--- config.mk ---
export PLATFORM = sky130hd
export DESIGN_NAME = audio_period_scheduler_flat
export DESIGN_NICKNAME = d
export VERILOG_FILES = /design/src/rtl/audio_period_scheduler_pkg.sv /design/src/rtl/audio_period_scheduler_if.sv /design/src/rtl/audio_period_scheduler_syncro_2.sv /design/src/rtl/audio_period_scheduler.sv /design/src/flat_wrapper.sv
export SDC_FILE = /design/constraint.sdc
export NUM_CORES = 1
export LEC_CHECK = 0
export ABC_AREA = 1
export ABC_CLOCK_PERIOD_IN_PS = 5950
export BUFFER_PORTS_ARGS = -buffer_cell sky130_fd_sc_hd__buf_2
export CORE_ASPECT_RATIO = 1.25
export CORE_MARGIN = 2
export CORE_UTILIZATION = 35
export CTS_CLUSTER_DIAMETER = 50
export CTS_CLUSTER_SIZE = 10
export DETAILED_ROUTE_END_ITERATION = 6
export HOLD_SLACK_MARGIN = 0.12
export PLACE_DENSITY_LB_ADDON = 0.2
export REMOVE_ABC_BUFFERS = 1
export SYNTH_ARGS = -nofsm -noshare
export SYNTH_HDL_FRONTEND = slang
export SYNTH_SLANG_ARGS = --single-unit
--- constraint.sdc ---
create_clock -name clk -period 5.95 [get_ports clk]
set_clock_uncertainty 0.05 [all_clocks]
set_input_delay 0.2975 -clock clk [delete_from_list [all_inputs] [get_ports clk]]
set_output_delay 0.2975 -clock clk [all_outputs]
set_load 0.05 [all_outputs]
--- src/rtl/audio_period_scheduler_pkg.sv ---
// Shared constants for the audio period scheduler: state encoding,
// register map and CTRL bit positions.
package audio_period_scheduler_pkg;

    typedef enum logic [2:0] {
        ST_IDLE  = 3'd0,
        ST_I2S   = 3'd1,
        ST_FILL  = 3'd2,
        ST_WAIT  = 3'd3,
        ST_DRAIN = 3'd4
    } state_t;

    localparam logic [2:0] ADDR_CTRL   = 3'd0;
    localparam logic [2:0] ADDR_PERIOD = 3'd1;
    localparam logic [2:0] ADDR_STATUS = 3'd2;
    localparam logic [2:0] ADDR_UCNT   = 3'd3;

    localparam int CTRL_ENABLE  = 0;
    localparam int CTRL_CLR_IRQ = 1;
    localparam int CTRL_CLR_ERR = 2;

    localparam int STATUS_STATE_LSB = 24;
    localparam int STATUS_OVERRUN   = 23;
    localparam int STATUS_UNDERRUN  = 22;
    localparam int STATUS_IRQ       = 21;

    // A period longer than the FIFO can never be reached, so cap it at the depth.
    function automatic logic [31:0] clamp_period(input logic [31:0] value, input int fifo_width);
        logic [31:0] limit;
        limit = 32'd1 << fifo_width;
        return (value > limit) ? limit : value;
    endfunction

endpackage

--- src/rtl/audio_period_scheduler_if.sv ---
// CPU register bus between the host CPU and the audio period scheduler.
interface audio_period_scheduler_if;
    logic [2:0]  address;
    logic        write;
    logic        read;
    logic [31:0] datain;
    logic [31:0] dataout;

    modport master (output address, output write, output read, output datain, input dataout);
    modport slave  (input address, input write, input read, input datain, output dataout);
endinterface

--- src/rtl/audio_period_scheduler_syncro_2.sv ---
// Two-flop synchronizer for a single asynchronous level signal.
module syncro_2 (
    input  logic clk,
    input  logic reset,
    input  logic d,
    output logic q
);
    logic meta;

    always_ff @(posedge clk) begin
        if (reset) begin
            meta <= 1'b0;
            q    <= 1'b0;
        end else begin
            meta <= d;
            q    <= meta;
        end
    end
endmodule

--- src/rtl/audio_period_scheduler.sv ---
// Decides when the synth engine computes the next stereo frame, either paced
// by the codec word clock or by bursting frames into the host FIFO.
//
// state | meaning
// IDLE  | disabled or just reconfigured; level held at 0
// I2S   | one trig per synchronized rising edge of lrck
// FILL  | waiting for the engine to go idle before the next trig
// WAIT  | frame in flight; xxxx_top bumps the level
// DRAIN | period reached; hold until the host empties the FIFO
module audio_period_scheduler
    import audio_period_scheduler_pkg::*;
#(
    parameter int FIFO_WIDTH = 6
) (
    input  logic                      clk,
    input  logic                      reset,
    audio_period_scheduler_if.slave   bus,
    input  logic                      lrck,
    input  logic                      run,
    input  logic                      xxxx_top,
    input  logic                      l_read,
    input  logic                      r_read,
    output logic                      trig,
    output logic                      i2s_enable,
    output logic                      period_irq,
    output logic                      underrun,
    output logic                      overrun
);
    localparam int LW = FIFO_WIDTH + 1;
    localparam logic [LW-1:0] LEVEL_MAX = {1'b1, {FIFO_WIDTH{1'b0}}};

    state_t          state;
    state_t          state_nxt;
    logic            trig_nxt;
    logic            enable;
    logic [LW-1:0]   period;
    logic [LW-1:0]   level;
    logic [LW-1:0]   level_nxt;
    logic [15:0]     ucnt;
    logic [31:0]     rd_data;

    logic            lrck_s;
    logic            lrck_d;
    logic            lrck_rise;

    logic            wr_ctrl;
    logic            wr_period;
    logic            force_idle;
    logic            active;
    logic            top_in_wait;
    logic            top_stray;
    logic            pop_ok;
    logic            pop_under;
    logic            inc;
    logic            reached;
    logic            set_overrun;

    // Left pops are observed by the host side only; a frame is consumed on r_read.
    logic            unused_l_read;
    assign unused_l_read = l_read;

    syncro_2 u_lrck_sync (
        .clk   (clk),
        .reset (reset),
        .d     (lrck),
        .q     (lrck_s)
    );

    assign lrck_rise   = lrck_s & ~lrck_d;
    assign i2s_enable  = enable && (period == '0);

    assign wr_ctrl     = bus.write && (bus.address == ADDR_CTRL);
    assign wr_period   = bus.write && (bus.address == ADDR_PERIOD);
    assign force_idle  = wr_period || (wr_ctrl && !bus.datain[CTRL_ENABLE]);

    assign active      = (state != ST_IDLE);
    assign top_in_wait = xxxx_top && (state == ST_WAIT);
    assign top_stray   = xxxx_top && ((state == ST_FILL) || (state == ST_DRAIN));
    assign pop_ok      = active && r_read && (level != '0);
    assign pop_under   = active && r_read && (level == '0);
    assign inc         = top_in_wait && (level != LEVEL_MAX);
    assign reached     = top_in_wait && (level_nxt == period);
    assign set_overrun = top_stray || ((state == ST_I2S) && lrck_rise && run);

    always_comb begin
        level_nxt = level;
        case ({inc, pop_ok})
            2'b10:   level_nxt = level + LW'(1);
            2'b01:   level_nxt = level - LW'(1);
            default: level_nxt = level;
        endcase
    end

    always_comb begin
        state_nxt = state;
        trig_nxt  = 1'b0;
        if (force_idle) begin
            state_nxt = ST_IDLE;
        end else begin
            case (state)
                ST_IDLE: begin
                    if (enable)
                        state_nxt = (period == '0) ? ST_I2S : ST_FILL;
                end
                ST_I2S: begin
                    trig_nxt = lrck_rise;
                end
                ST_FILL: begin
                    if (!run) begin
                        trig_nxt  = 1'b1;
                        state_nxt = ST_WAIT;
                    end
                end
                ST_WAIT: begin
                    if (xxxx_top)
                        state_nxt = reached ? ST_DRAIN : ST_FILL;
                end
                ST_DRAIN: begin
                    if (level == '0)
                        state_nxt = ST_FILL;
                end
                default: state_nxt = ST_IDLE;
            endcase
        end
    end

    always_comb begin
        rd_data = '0;
        case (bus.address)
            ADDR_CTRL:   rd_data[CTRL_ENABLE] = enable;
            ADDR_PERIOD: rd_data[LW-1:0] = period;
            ADDR_STATUS: begin
                rd_data[31:STATUS_STATE_LSB] = {5'd0, state};
                rd_data[STATUS_OVERRUN]      = overrun;
                rd_data[STATUS_UNDERRUN]     = underrun;
                rd_data[STATUS_IRQ]          = period_irq;
                rd_data[LW-1:0]              = level;
            end
            ADDR_UCNT:   rd_data[15:0] = ucnt;
            default:     rd_data = '0;
        endcase
    end

    always_ff @(posedge clk) begin
        if (reset) begin
            state       <= ST_IDLE;
            trig        <= 1'b0;
            lrck_d      <= 1'b0;
            enable      <= 1'b0;
            period      <= '0;
            level       <= '0;
            period_irq  <= 1'b0;
            underrun    <= 1'b0;
            overrun     <= 1'b0;
            ucnt        <= '0;
            bus.dataout <= '0;
        end else begin
            state  <= state_nxt;
            trig   <= trig_nxt;
            lrck_d <= lrck_s;

            if (wr_ctrl)
                enable <= bus.datain[CTRL_ENABLE];
            if (wr_period)
                period <= LW'(clamp_period(bus.datain, FIFO_WIDTH));

            level <= force_idle ? '0 : level_nxt;

            // Set beats a simultaneous W1C; reconfiguration beats both.
            if (force_idle)
                period_irq <= 1'b0;
            else if (reached)
                period_irq <= 1'b1;
            else if (wr_ctrl && bus.datain[CTRL_CLR_IRQ])
                period_irq <= 1'b0;

            if (pop_under)
                underrun <= 1'b1;
            else if (wr_ctrl && bus.datain[CTRL_CLR_ERR])
                underrun <= 1'b0;

            if (set_overrun)
                overrun <= 1'b1;
            else if (wr_ctrl && bus.datain[CTRL_CLR_ERR])
                overrun <= 1'b0;

            if (pop_under && (ucnt != 16'hFFFF))
                ucnt <= ucnt + 16'd1;

            if (bus.read)
                bus.dataout <= rd_data;
        end
    end
endmodule

--- src/flat_wrapper.sv ---
// flat-port wrapper written by rule: the top's interface ports become plain ports
module audio_period_scheduler_flat import audio_period_scheduler_pkg::*;
#(
    parameter int FIFO_WIDTH = 6
)
  (clk, reset, lrck, run, xxxx_top, l_read, r_read, trig, i2s_enable, period_irq, underrun, overrun, bus_address, bus_write, bus_read, bus_datain, bus_dataout);
  audio_period_scheduler_if bus_i ();
  input  logic clk;
  input  logic reset;
  input  logic lrck;
  input  logic run;
  input  logic xxxx_top;
  input  logic l_read;
  input  logic r_read;
  output logic trig;
  output logic i2s_enable;
  output logic period_irq;
  output logic underrun;
  output logic overrun;
  input wire logic [$bits(bus_i.address)-1:0] bus_address;
  input wire logic [$bits(bus_i.write)-1:0] bus_write;
  input wire logic [$bits(bus_i.read)-1:0] bus_read;
  input wire logic [$bits(bus_i.datain)-1:0] bus_datain;
  output wire logic [$bits(bus_i.dataout)-1:0] bus_dataout;
  assign bus_i.address = bus_address;
  assign bus_i.write = bus_write;
  assign bus_i.read = bus_read;
  assign bus_i.datain = bus_datain;
  assign bus_dataout = bus_i.dataout;
  audio_period_scheduler #(.FIFO_WIDTH(FIFO_WIDTH)) u_core (.clk(clk), .reset(reset), .bus(bus_i), .lrck(lrck), .run(run), .xxxx_top(xxxx_top), .l_read(l_read), .r_read(r_read), .trig(trig), .i2s_enable(i2s_enable), .period_irq(period_irq), .underrun(underrun), .overrun(overrun));
endmodule
==> impl_metrics.sql, run 1 <==
INSERT INTO impl_metrics (metric_group, metric, value, unit) VALUES
('global_routing', 'global_route_wire_length_before_repair', '14700', 'µm'),
('critical_path', 'timing.rr.end', 'u_core.state[1]', ''),
('drt', 'drt_pass1_iterations', '5', ''),
('sta', 'maxClockFrequency', '294', 'MHz'),
('global_routing', 'grt_antenna_before_repair', '0', ''),
('power_and_ir_drop', 'clock_power_share', '50.0', '%'),
('global_routing', 'via_count_of_the_first_global_routing_pass', '3259', ''),
('sta', 'max_slew_margin', '43.1', '%'),
('placed_design', 'place.detailed.hpwl', '6970', 'µm'),
('floorplan', 'core_region_area', '9610', 'µm²'),
('critical_path', 'critical_path.most_common_cell', 'sky130_fd_sc_hd__nand2_1', ''),
('power_and_ir_drop', 'vdd_drop_max', '175', 'µV'),
('cts', 'clock_tree.htree_level_count', '3', ''),
('critical_path', 'worst_stage_delay_on_the_critical_path', '0.39', 'ns'),
('yosys', 'synth_area', '3470', 'µm²'),
('critical_path', 'worst_setup_path_end_kind', 'flip-flop', ''),
('flow_run', 'timing.max_cap.violations', '0', ''),
('power_and_ir_drop', 'seq_power_share', '38.9', '%'),
('final_layout', 'area_occupied_by_multi_input_gates', '1840', 'µm²'),
('yosys', 'unique_masters_post_synth', '43', ''),
('sta', 'slew_viol_final', '0', ''),
('cts', 'clock_path_buffers', '2', ''),
('yosys', 'post_synth.cell_area_avg', '6.73', 'µm²'),
('final_layout', 'final_common_cell', 'sky130_fd_sc_hd__nand2_1', ''),
('drt', 'detailroute.via_count', '3406', ''),
('power_and_ir_drop', 'netSwitchingFraction', '24.7', '%'),
('sta', 'timing.final.crit_share', '57.2', '%'),
('final_layout', 'insertedDiodeCount', '0', ''),
('cts', 'cts_stage_hold_buffer_count', '0', ''),
('drt', 'drc', '0', ''),
('power_and_ir_drop', 'p_comb_share', '11.1', '%'),
('floorplan', 'initial_core_util', '36.1', '%'),
('drt', 'wire_per_inst', '12.6', 'µm'),
('critical_path', 'startpoint', 'u_core.state[0]', ''),
('placed_design', 'gpl.final_weighted_congestion', '0.866', ''),
('critical_path', 'critPathMaxFanout', '13', ''),
('drt', 'ant_nets', '0', ''),
('outcome', 'run_status', 'finished, final reports clean', ''),
('critical_path', 'crit_end', 'u_core.state[1]', ''),
('yosys', 'ys_seq_elements', '63', ''),
('critical_path', 'critical-path-slowest-cell', 'sky130_fd_sc_hd__dfxtp_1', ''),
('cts', 'clock_sink_count', '63', ''),
('sta', 'worst_pin_slew', '0.853', 'ns'),
('floorplan', 'floorplan.die_area', '10700', 'µm²'),
('power_and_ir_drop', 'net_switching', '0.281', 'mW'),
('critical_path', 'worstSetupPathDepth', '23', ''),
('power_and_ir_drop', 'power-per-cell-area', '271', 'nW/µm²'),
('drt', 'avgViaCountPerCell', '4.78', ''),
('final_layout', 'final_cell_mix', 'sky130_fd_sc_hd__nand2_1, sky130_fd_sc_hd__buf_2, sky130_fd_sc_hd__inv_1, sky130_fd_sc_hd__dfxtp_1, sky130_fd_sc_hd__a21oi_1', ''),
('critical_path', 'timing.critical_path.cells', 'inv_1 > nor2_1 > inv_1 > nor2_1 > nand2_1 > a31o_2 > ha_1 > nand2_1 > inv_1 > nor2_1 > ha_1 > o21ai_0 > xnor2_1 > nor3_1 > nand2_1 > nor2_1 > nand3_1 > nor2_2 > nand2_2 > nand2_1 > nand2_1 > nand2_1 > a21oi_2', ''),
('cts', 'cts_made_buffers', '9', ''),
('critical_path', 'cp.buffers_inverters', '3', ''),
('cts', 'cts-resized-gates', '0', ''),
('power_and_ir_drop', 'cell_internal_pwr', '0.858', 'mW'),
('critical_path', 'crit_arrival', '3.57', 'ns'),
('final_layout', 'seq_area', '1260', 'µm²'),
('cts', 'cts_tree', 'done', ''),
('yosys', 'synth_seq_area_share', '36.3', '%'),
('sta', 'layout_min_cycle_time', '3.40', 'ns'),
('placed_design', 'io_buffer_count', '69', ''),
('floorplan', 'dieHeight', '115', 'µm'),
('critical_path', 'regToRegStartpoint', 'u_core.state[0]', ''),
('sta', 'setup_viol', '0', ''),
('yosys', 'synth_warnings', '0', ''),
('min_path', 'hold_path_class', 'in2reg', ''),
('critical_path', 'criticalPathCategory', 'reg2reg', ''),
('drt', 'totalWireLength', '8960', 'µm'),
('cts', 'ctsRootBufferMaster', 'sky130_fd_sc_hd__clkbuf_16', ''),
('global_routing', 'grt_overflow', '0', ''),
('floorplan', 'num_rows', '40', ''),
('cts', 'clk-insertion-delay-late', '0.33', 'ns');
## power groups by stage
stage | clock (mW) | combinational (mW) | sequential [mW]
2_1_floorplan | 0 | 0.0628 | 0.473
3_3_place_gp | 0 | 0.125 | 0.451
3_5_place_dp | 0 | 0.127 | 0.452
4_1_cts | 0.580 | 0.127 | 0.443
5_1_grt | 0.596 | 0.140 | 0.444
6_report | 0.570 | 0.126 | 0.443
## through the flow
| step | util (%) | instances | setup slack [ns] | hold WS, ns | instance area (µm²) |
|---|---|---|---|---|---|
| floorplan | - | 501 | 3.03 | 0.317 | 3370 |
| global placement | 40.4 | 697 | 2.55 | 0.340 | 3880 |
| detailed placement | 40.4 | 697 | 2.54 | 0.350 | 3880 |
| CTS | 43.8 | 713 | 2.52 | 0.130 | 4200 |
| global route | 43.8 | 713 | 2.14 | 0.133 | 4200 |
| finish | 43.8 | 713 | 2.55 | 0.132 | 4200 |
## flip-flops by register name, indices dropped and copies added, names as in the netlist, 3 cells and up
register	flops
u_core.ucnt	16
u_core.state	3
u_core.level	7
u_core.period	7
u_core.bus.dataout	22
## cell type report
type                    count  share of cell area, %
inverters                  72                   6.43
multi-input cells         366                   43.7
clock inverters             3                   1.55
clock buffers              13                   6.19
well taps                 126                   3.75
repair buffers             70                   8.39
flip-flops and latches     63                   30.0
## Yosys cell counts (all sizes together)
cell type	n	area (µm²)
nand2	131	514
inv	71	267
dfxtp	63	1260
a21oi	54	278
nor2	51	216
o21ai	32	160
nand3	29	165
nor3	14	86.3
buf	12	91.3
clkbuf	12	45.0
nor4	9	86.3
ha	4	50.1
o21a	4	30.0
o221ai	4	35.0
o22ai	4	25.0
xor2	3	26.3
a211oi	2	15.0
nand4	2	12.5
o31ai	2	15.0
or2	2	12.5
or4	2	15.0
a221oi	1	8.76
a311oi	1	8.76
a31o	1	8.76
and3	1	6.26
clkinv	1	3.75
conb	1	3.75
nand3b	1	7.51
nor3b	1	7.51
xnor2	1	8.76
## worst min-delay path by stage
| stage | slack (ns) | startpoint | endpoint | cells after the start |
|---|---|---|---|---|
| after floorplan | 0.32 | reset | u_core.bus.dataout[0] | 1 |
| after global placement | 0.34 | u_core.u_lrck_sync.meta | u_core.u_lrck_sync.q | 2 |
| after detailed placement | 0.35 | u_core.u_lrck_sync.meta | u_core.u_lrck_sync.q | 2 |
| after CTS | 0.13 | lrck | u_core.u_lrck_sync.meta | 3 |
| after global routing | 0.13 | lrck | u_core.u_lrck_sync.meta | 3 |
| final | 0.13 | lrck | u_core.u_lrck_sync.meta | 3 |
## layer usage
| metal | share of wire (%) | GRT usage [%] |
|---|---|---|
| met2 | 51 | 31.1 |
| met5 | 0 | 0 |
| met3 | 3.2 | 2.88 |
| met1 | 44 | 20.2 |
| met4 | 1.8 | 7.84 |
## cell families (layout without fill, tap and decap cells)
kind of cell,after synthesis,in the layout,synth area share [%]
simple gates,243,243,32.6
other cells,1,10,0.108
flops,63,63,36.3
buf+inv,96,158,11.7
xor+xnor,4,4,1.01
fa+ha+maj,4,4,1.44
compound gates,105,105,16.8
## worst reg2reg max path: stages (launching register included)
cell and delay [ns]:
sky130_fd_sc_hd__dfxtp_1 0.39, sky130_fd_sc_hd__inv_1 0.06, sky130_fd_sc_hd__nor2_1 0.08, sky130_fd_sc_hd__inv_1 0.07, sky130_fd_sc_hd__nor2_1 0.13, sky130_fd_sc_hd__nand2_1 0.11, sky130_fd_sc_hd__a31o_2 0.24, sky130_fd_sc_hd__ha_1 0.34
sky130_fd_sc_hd__nand2_1 0.16, sky130_fd_sc_hd__inv_1 0.05, sky130_fd_sc_hd__nor2_1 0.14, sky130_fd_sc_hd__ha_1 0.25, sky130_fd_sc_hd__o21ai_0 0.28, sky130_fd_sc_hd__xnor2_1 0.11, sky130_fd_sc_hd__nor3_1 0.16, sky130_fd_sc_hd__nand2_1 0.08
sky130_fd_sc_hd__nor2_1 0.09, sky130_fd_sc_hd__nand3_1 0.09, sky130_fd_sc_hd__nor2_2 0.11, sky130_fd_sc_hd__nand2_2 0.08, sky130_fd_sc_hd__nand2_1 0.06, sky130_fd_sc_hd__nand2_1 0.05, sky130_fd_sc_hd__nand2_1 0.07, sky130_fd_sc_hd__a21oi_2 0.05
Note: power is estimated with default switching activity, not from simulation.
==> run 2: changes to the inputs <==
- ABC_CLOCK_PERIOD_IN_PS: 5950 -> 3100
- clock period: 5.95 -> 3.1 ns (I/O delays scaled with it)
==> run 2 against run 1 <==
Hold slack improved by 0.0043 ns. Critical endpoint unchanged. Maximum frequency grew 19%. Total power increased by 86%. Final area grew 5.4%. Critical path depth is 3 higher. Global-route usage rose by 0.53 points. Sequential share of layout area down 1.5 points. Clock power rose by 75%. Register-to-register slack got worse by 2.3 ns. Count of clock-buffer cells in the layout decreased by 1.
==> impl_metrics.sql, run 2 (synthesis results as in run 1) <==
INSERT INTO impl_metrics (metric_group, metric, value, unit) VALUES
('cts', 'cts_made_buffers', '9', ''),
('floorplan', 'io_pins', '81', ''),
('drt', 'avgViaCountPerCell', '4.79', ''),
('critical_path', 'worst-endpoint-required', '3.26', 'ns'),
('placed_design', 'post_placement_setup_slack', '0.0143', 'ns'),
('drt', 'drt_iter0_markers', '201', ''),
('cts', 'clock_tree.htree_level_count', '3', ''),
('placed_design', 'io_buffer_count', '69', ''),
('sta', 'hold_ws', '0.137', 'ns'),
('floorplan', 'floorplan.die_area', '10700', 'µm²'),
('power_and_ir_drop', 'power-per-cell-area', '477', 'nW/µm²'),
('sta', 'setup_viol', '0', ''),
('final_layout', 'drive_above_1_share', '23.3', '%'),
('final_layout', 'insertedDiodeCount', '0', ''),
('critical_path', 'critPathMaxFanout', '4', ''),
('global_routing', 'via_count_of_the_first_global_routing_pass', '3242', ''),
('power_and_ir_drop', 'clock_power_share', '47.5', '%'),
('sta', 'layout_min_cycle_time', '2.85', 'ns'),
('power_and_ir_drop', 'netSwitchingFraction', '25.6', '%'),
('placed_design', 'gpl.final_weighted_congestion', '0.888', ''),
('floorplan', 'dieHeight', '115', 'µm'),
('cts', 'clock_sink_count', '63', ''),
('cts', 'clock_path_buffers', '2', ''),
('critical_path', 'worst_setup_path_end_kind', 'flip-flop', ''),
('sta', 'min_setup_slack_post_route', '0.251', 'ns'),
('drt', 'totalWireLength', '9440', 'µm'),
('final_layout', 'final_common_cell', 'sky130_fd_sc_hd__nand2_1', ''),
('global_routing', 'global_route_wire_length_before_repair', '15200', 'µm'),
('floorplan', 'core_region_area', '9610', 'µm²'),
('drt', 'wire_per_inst', '12.8', 'µm'),
('floorplan', 'initial_core_util', '36.1', '%'),
('outcome', 'run_status', 'finished, final reports clean', ''),
('global_routing', 'grt_max_degree', '39', ''),
('final_layout', 'final_cell_mix', 'sky130_fd_sc_hd__nand2_1, sky130_fd_sc_hd__buf_2, sky130_fd_sc_hd__inv_1, sky130_fd_sc_hd__dfxtp_1, sky130_fd_sc_hd__a21oi_1', ''),
('drt', 'ant_nets', '0', ''),
('critical_path', 'critical-path-slowest-cell', 'sky130_fd_sc_hd__dfxtp_2', ''),
('critical_path', 'crit_arrival', '3.00', 'ns'),
('sta', 'worst_pin_slew', '0.713', 'ns'),
('sta', 'slew_viol_final', '0', ''),
('global_routing', 'grt_overflow', '0', ''),
('power_and_ir_drop', 'p_comb_share', '12.3', '%'),
('floorplan', 'num_rows', '40', ''),
('critical_path', 'critical_path.most_common_cell', 'sky130_fd_sc_hd__nand2_1', ''),
('power_and_ir_drop', 'cell_internal_pwr', '1.57', 'mW'),
('cts', 'clkSlewWorstSetupHoldPaths', '0.05', 'ns'),
('final_layout', 'area_growth_syn_to_layout', '27.7', '%'),
('final_layout', 'registers.top_by_ff_count', 'u_core.bus.dataout', ''),
('power_and_ir_drop', 'net_switching', '0.540', 'mW'),
('sta', 'max_slew_margin', '52.1', '%'),
('global_routing', 'total_track_usage', '17.9', '%'),
('drt', 'drt_pass1_iterations', '4', ''),
('power_and_ir_drop', 'total_power', '2.11', 'mW'),
('min_path', 'hold_path_class', 'in2reg', ''),
('sta', 'timing.final.crit_share', '91.9', '%'),
('floorplan', 'chipWidth', '93.1', 'µm'),
('placed_design', 'place.detailed.hpwl', '7190', 'µm'),
('power_and_ir_drop', 'leakage', '1.94', 'nW'),
('sta', 'maxClockFrequency', '351', 'MHz'),
('sta', 'grt_setup_unrepaired', 'no', ''),
('sta', 'setup_tns', '0', 'ns'),
('critical_path', 'critical_path.startpoint_type', 'flip-flop', ''),
('critical_path', 'criticalPathCategory', 'reg2reg', ''),
('drt', 'detailroute.via_count', '3520', ''),
('drt', 'drc', '0', ''),
('final_layout', 'nets', '653', ''),
('sta', 'timing.final.hold_violations', '0', ''),
('flow_run', 'timing.max_cap.violations', '0', ''),
('cts', 'cts_tree', 'done', ''),
('cts', 'clk-insertion-delay-late', '0.33', 'ns'),
('final_layout', 'flip_flop_count_of_the_largest_register_all_copies_and_words_added', '22', ''),
('power_and_ir_drop', 'vdd_drop_max', '291', 'µV'),
('global_routing', 'grt_antenna_before_repair', '0', ''),
('final_layout', 'biggestRegsByFlops', 'u_core.bus.dataout: 22 flops, u_core.ucnt: 16 flops', ''),
('critical_path', 'worst_stage_delay_on_the_critical_path', '0.35', 'ns'),
('cts', 'ctsRootBufferMaster', 'sky130_fd_sc_hd__clkbuf_16', ''),
('power_and_ir_drop', 'seq_power_share', '40.2', '%');
[run 2: changes by cell type in the layout (fill, tap and decap cells not counted), sizes merged]
cell,delta
buf,+15
dlygate4sd3,+8
clkinvlp,+2
clkbuf,-1
inv,-1
bufinv,-1
[run 2: final timing paths]
path,start,end,slack (ns),depth (start not counted)
worst min register to register,u_core.u_lrck_sync.meta,u_core.u_lrck_sync.q,0.36,2
worst max-delay path,u_core.state[0],u_core.state[1],0.25,26
worst max register to register,u_core.state[0],u_core.state[1],0.25,26
worst min-delay path,run,u_core.trig,0.14,4
[run 2: what timing repair did]
item | CTS | global route
hold buffers | 8 | 0
gates resized for setup | 1 | 17
endpoints found under the setup margin | 1 | 3
buffers inserted | 0 | 3
pin swaps | 0 | 4
hold endpoints to repair | 10 | 0
[run 2: cell type report]
class,count,area [µm²]
Fill cell,994,5180
Clock inverter,3,42.5
Multi-Input combinational cell,366,1890
Timing Repair Buffer,93,549
Tap cell,126,158
Sequential cell,63,1260
Clock buffer,12,256
Inverter,72,274
[run 2: power by group through the flow]
stage,Sequential [mW],Clock [mW],Combinational [mW]
after global placement,0.866,0,0.245
after floorplan,0.907,0,0.121
after global routing,0.852,1.05,0.284
after detailed placement,0.867,0,0.249
final,0.851,1.00,0.260
after CTS,0.850,1.03,0.257
[run 2: routing by layer]
| layer | wire length (µm) | vias up | global-route usage, % | part of all wire [%] |
|---|---|---|---|---|
| li1 | - | 1840 | - | - |
| met1 | 4120 | 1621 | 21.2 | 44 |
| met2 | 4950 | 47 | 31.8 | 52 |
| met3 | 196 | 12 | 2.82 | 2.1 |
| met4 | 167 | 0 | 8.04 | 1.8 |
| met5 | 0 | - | 0 | 0 |
[run 2: worst max-delay path, delay by kind of cell (launching register included)]
kind | cells | cell delay (ns)
and+or+nand+nor | 19 | 1.54
DFF | 1 | 0.35
adders and majority gates | 2 | 0.34
AOI/OAI and AO/OA | 2 | 0.27
buffers and inverters | 3 | 0.17
[run 2: per-stage QoR]
step | util [%] | area, µm² | cells
2_1_floorplan | - | 3370 | 501
3_3_place_gp | 41.3 | 3970 | 709
3_5_place_dp | 41.3 | 3970 | 709
4_1_cts | 45.2 | 4350 | 732
5_1_grt | 46.1 | 4430 | 735
6_report | 46.1 | 4430 | 735
==> run 3: changes to the inputs <==
- PLACE_DENSITY: unset -> 0.57
- PLACE_DENSITY_LB_ADDON: 0.2 -> unset
==> run 3 against run 2 <==
Maximum frequency decreased by 3.0%. Sequential cell count is the same. Critical endpoint unchanged. Largest power group unchanged. Core utilization rose by 1.4 points. Register-to-register slack lost 0.09 ns.
==> impl_metrics.sql, run 3 (synthesis results as in run 1) <==
INSERT INTO impl_metrics (metric_group, metric, value, unit) VALUES
('cts', 'clock_path_buffers', '2', ''),
('final_layout', 'drive_above_1_share', '25.9', '%'),
('critical_path', 'critPathMaxFanout', '4', ''),
('critical_path', 'timing.critical_path.cells', 'inv_1 > nor2_1 > inv_1 > nor2_4 > nand2_2 > a31o_4 > ha_4 > nand2_2 > inv_2 > nor2_4 > ha_4 > o21ai_4 > xnor2_2 > nor3_2 > nand2_1 > nor2_1 > nand3_1 > nor2_2 > nand2_2 > nand2_2 > nand2_1 > nand2_1 > a21oi_2', ''),
('final_layout', 'flip_flop_count_of_the_largest_register_all_copies_and_words_added', '22', ''),
('critical_path', 'cp.buffers_inverters', '3', ''),
('placed_design', 'place.detailed.hpwl', '7100', 'µm'),
('floorplan', 'io_pins', '81', ''),
('drt', 'drc', '0', ''),
('global_routing', 'total_track_usage', '18.4', '%'),
('sta', 'worst_pin_slew', '0.710', 'ns'),
('drt', 'drt_iter0_markers', '152', ''),
('critical_path', 'crit_arrival', '3.10', 'ns'),
('sta', 'maxClockFrequency', '341', 'MHz'),
('floorplan', 'num_rows', '40', ''),
('power_and_ir_drop', 'vdd_drop_max', '371', 'µV'),
('critical_path', 'worstSetupPathDepth', '23', ''),
('sta', 'timing.final.crit_share', '94.7', '%'),
('cts', 'clk-insertion-delay-late', '0.33', 'ns'),
('floorplan', 'dieHeight', '115', 'µm'),
('final_layout', 'final_util', '47.6', '%'),
('critical_path', 'worst_setup_path_end_kind', 'flip-flop', ''),
('drt', 'ant_nets', '0', ''),
('cts', 'cts_made_buffers', '9', ''),
('placed_design', 'gpl.final_weighted_congestion', '0.888', ''),
('final_layout', 'biggestRegsByFlops', 'u_core.bus.dataout: 22 flops, u_core.ucnt: 16 flops', ''),
('drt', 'avgViaCountPerCell', '4.85', ''),
('cts', 'clkSlewWorstSetupHoldPaths', '0.06', 'ns'),
('global_routing', 'grt_antenna_before_repair', '0', ''),
('cts', 'clock_tree.htree_level_count', '3', ''),
('sta', 'layout_min_cycle_time', '2.94', 'ns'),
('critical_path', 'critical-path-slowest-cell', 'sky130_fd_sc_hd__dfxtp_2', ''),
('cts', 'clock_sink_count', '63', ''),
('sta', 'setup_viol', '0', ''),
('global_routing', 'global_route_wire_length_before_repair', '15600', 'µm'),
('placed_design', 'io_buffer_count', '69', ''),
('critical_path', 'r2r.worst_path.cells', '23', ''),
('power_and_ir_drop', 'power-per-cell-area', '482', 'nW/µm²'),
('global_routing', 'via_count_of_the_first_global_routing_pass', '3388', ''),
('sta', 'timing.final.hold_violations', '0', ''),
('final_layout', 'area_growth_syn_to_layout', '31.7', '%'),
('power_and_ir_drop', 'leakage', '2.00', 'nW'),
('cts', 'cts_tree', 'done', ''),
('critical_path', 'worst_path_dominant_cell_family', 'simple AND/OR/NAND/NOR gates', ''),
('global_routing', 'grt_max_degree', '39', ''),
('cts', 'ctsRootBufferMaster', 'sky130_fd_sc_hd__clkbuf_16', ''),
('final_layout', 'filler_cell_count', '1008', ''),
('floorplan', 'initial_core_util', '36.1', '%'),
('sta', 'slew_viol_final', '0', ''),
('floorplan', 'chipWidth', '93.1', 'µm'),
('drt', 'detailroute.via_count', '3605', ''),
('sta', 'max_slew_margin', '52.5', '%'),
('final_layout', 'insertedDiodeCount', '0', ''),
('critical_path', 'critical_path.startpoint_type', 'flip-flop', ''),
('global_routing', 'grt_overflow', '0', ''),
('min_path', 'hold_path_class', 'in2reg', ''),
('floorplan', 'floorplan.die_area', '10700', 'µm²'),
('critical_path', 'critical_path.most_common_cell', 'sky130_fd_sc_hd__nand2_2', ''),
('critical_path', 'worst_stage_delay_on_the_critical_path', '0.35', 'ns'),
('final_layout', 'final_cell_mix', 'sky130_fd_sc_hd__nand2_1, sky130_fd_sc_hd__buf_2, sky130_fd_sc_hd__inv_1, sky130_fd_sc_hd__dfxtp_1, sky130_fd_sc_hd__a21oi_1', ''),
('min_path', 'min_path_cells', '5', ''),
('flow_run', 'timing.max_cap.violations', '0', ''),
('final_layout', 'final_non_filler_cell_area', '4570', 'µm²'),
('final_layout', 'registers.top_by_ff_count', 'u_core.bus.dataout', ''),
('critical_path', 'criticalPathCategory', 'reg2reg', ''),
('final_layout', 'nets', '660', ''),
('placed_design', 'place_area', '3980', 'µm²'),
('floorplan', 'core_region_area', '9610', 'µm²'),
('drt', 'totalWireLength', '9630', 'µm'),
('drt', 'wire_per_inst', '13.0', 'µm'),
('outcome', 'run_status', 'finished, final reports clean', ''),
('critical_path', 'worst-endpoint-required', '3.26', 'ns'),
('drt', 'drt_pass1_iterations', '5', ''),
('final_layout', 'final_common_cell', 'sky130_fd_sc_hd__nand2_1', '');
==> run 3: cell types whose count changed in the layout (fill, tap and decap cells not counted), sizes merged <==
cell	delta
clkinvlp	-1
clkinv	+3
dlygate4sd3	+1
buf	+6
bufinv	+1
clkbuf	-2
==> run 3: timing repair <==
action	in CTS	in global routing
resized for setup	1	30
endpoints found under the hold margin	10	0
setup endpoints to repair	3	3
pin swaps	0	13
hold buffers	9	0
buffers inserted	0	7
cloned	0	0
==> run 3: layer usage <==
metal	vias to the layer above	global-route usage, %	routed length (µm)	part of all wire [%]
met2	90	32.5	4890	51
met3	12	3.34	451	4.7
li1	1863	-	-	-
met5	-	0	0	0
met4	0	6.96	171	1.8
met1	1640	22.3	4120	43
==> run 3: final timing paths <==
kind,start,end,slack (ns)
max reg2reg,u_core.state[0],u_core.state[1],0.16
min reg2reg,u_core.u_lrck_sync.meta,u_core.u_lrck_sync.q,0.36
max,u_core.state[0],u_core.state[1],0.16
min,xxxx_top,u_core.overrun,0.16
==> run 3: cell type report <==
cell class,instances,area (µm²),area share (%)
well taps,126,158,3.45
multi-input cells,366,1950,42.7
flip-flops and latches,63,1260,27.6
clock inverters,6,83.8,1.83
repair buffers,100,601,13.1
clock buffers,10,239,5.23
inverters,72,274,6.00
==> run 3: worst min-delay path, cell delays in order <==
cell and delay [ns]:
sky130_fd_sc_hd__buf_2 0.12, sky130_fd_sc_hd__nand2_1 0.06, sky130_fd_sc_hd__nand3_1 0.07, sky130_fd_sc_hd__nand2_1 0.05, sky130_fd_sc_hd__inv_1 0.04
==> run 3: where the power goes <==
part	internal, mW	switching, mW
registers	0.835	0.0153
logic	0.0846	0.186
clock network	0.722	0.361
total	1.64	0.562
==> run 3: metrics by stage <==
stage                     hold WS [ns]  TNS (ns)  std cells  setup slack (ns)  power (mW)
after detailed placement         0.326   -0.0250        711           -0.0250        1.12
after floorplan                  0.174         0        501             0.181        1.03
after CTS                        0.136         0        736            0.0353        2.22
final                            0.155         0        743             0.164        2.20
after global placement           0.318         0        711            0.0202        1.11
after global routing             0.187    -0.111        743           -0.0554        2.29
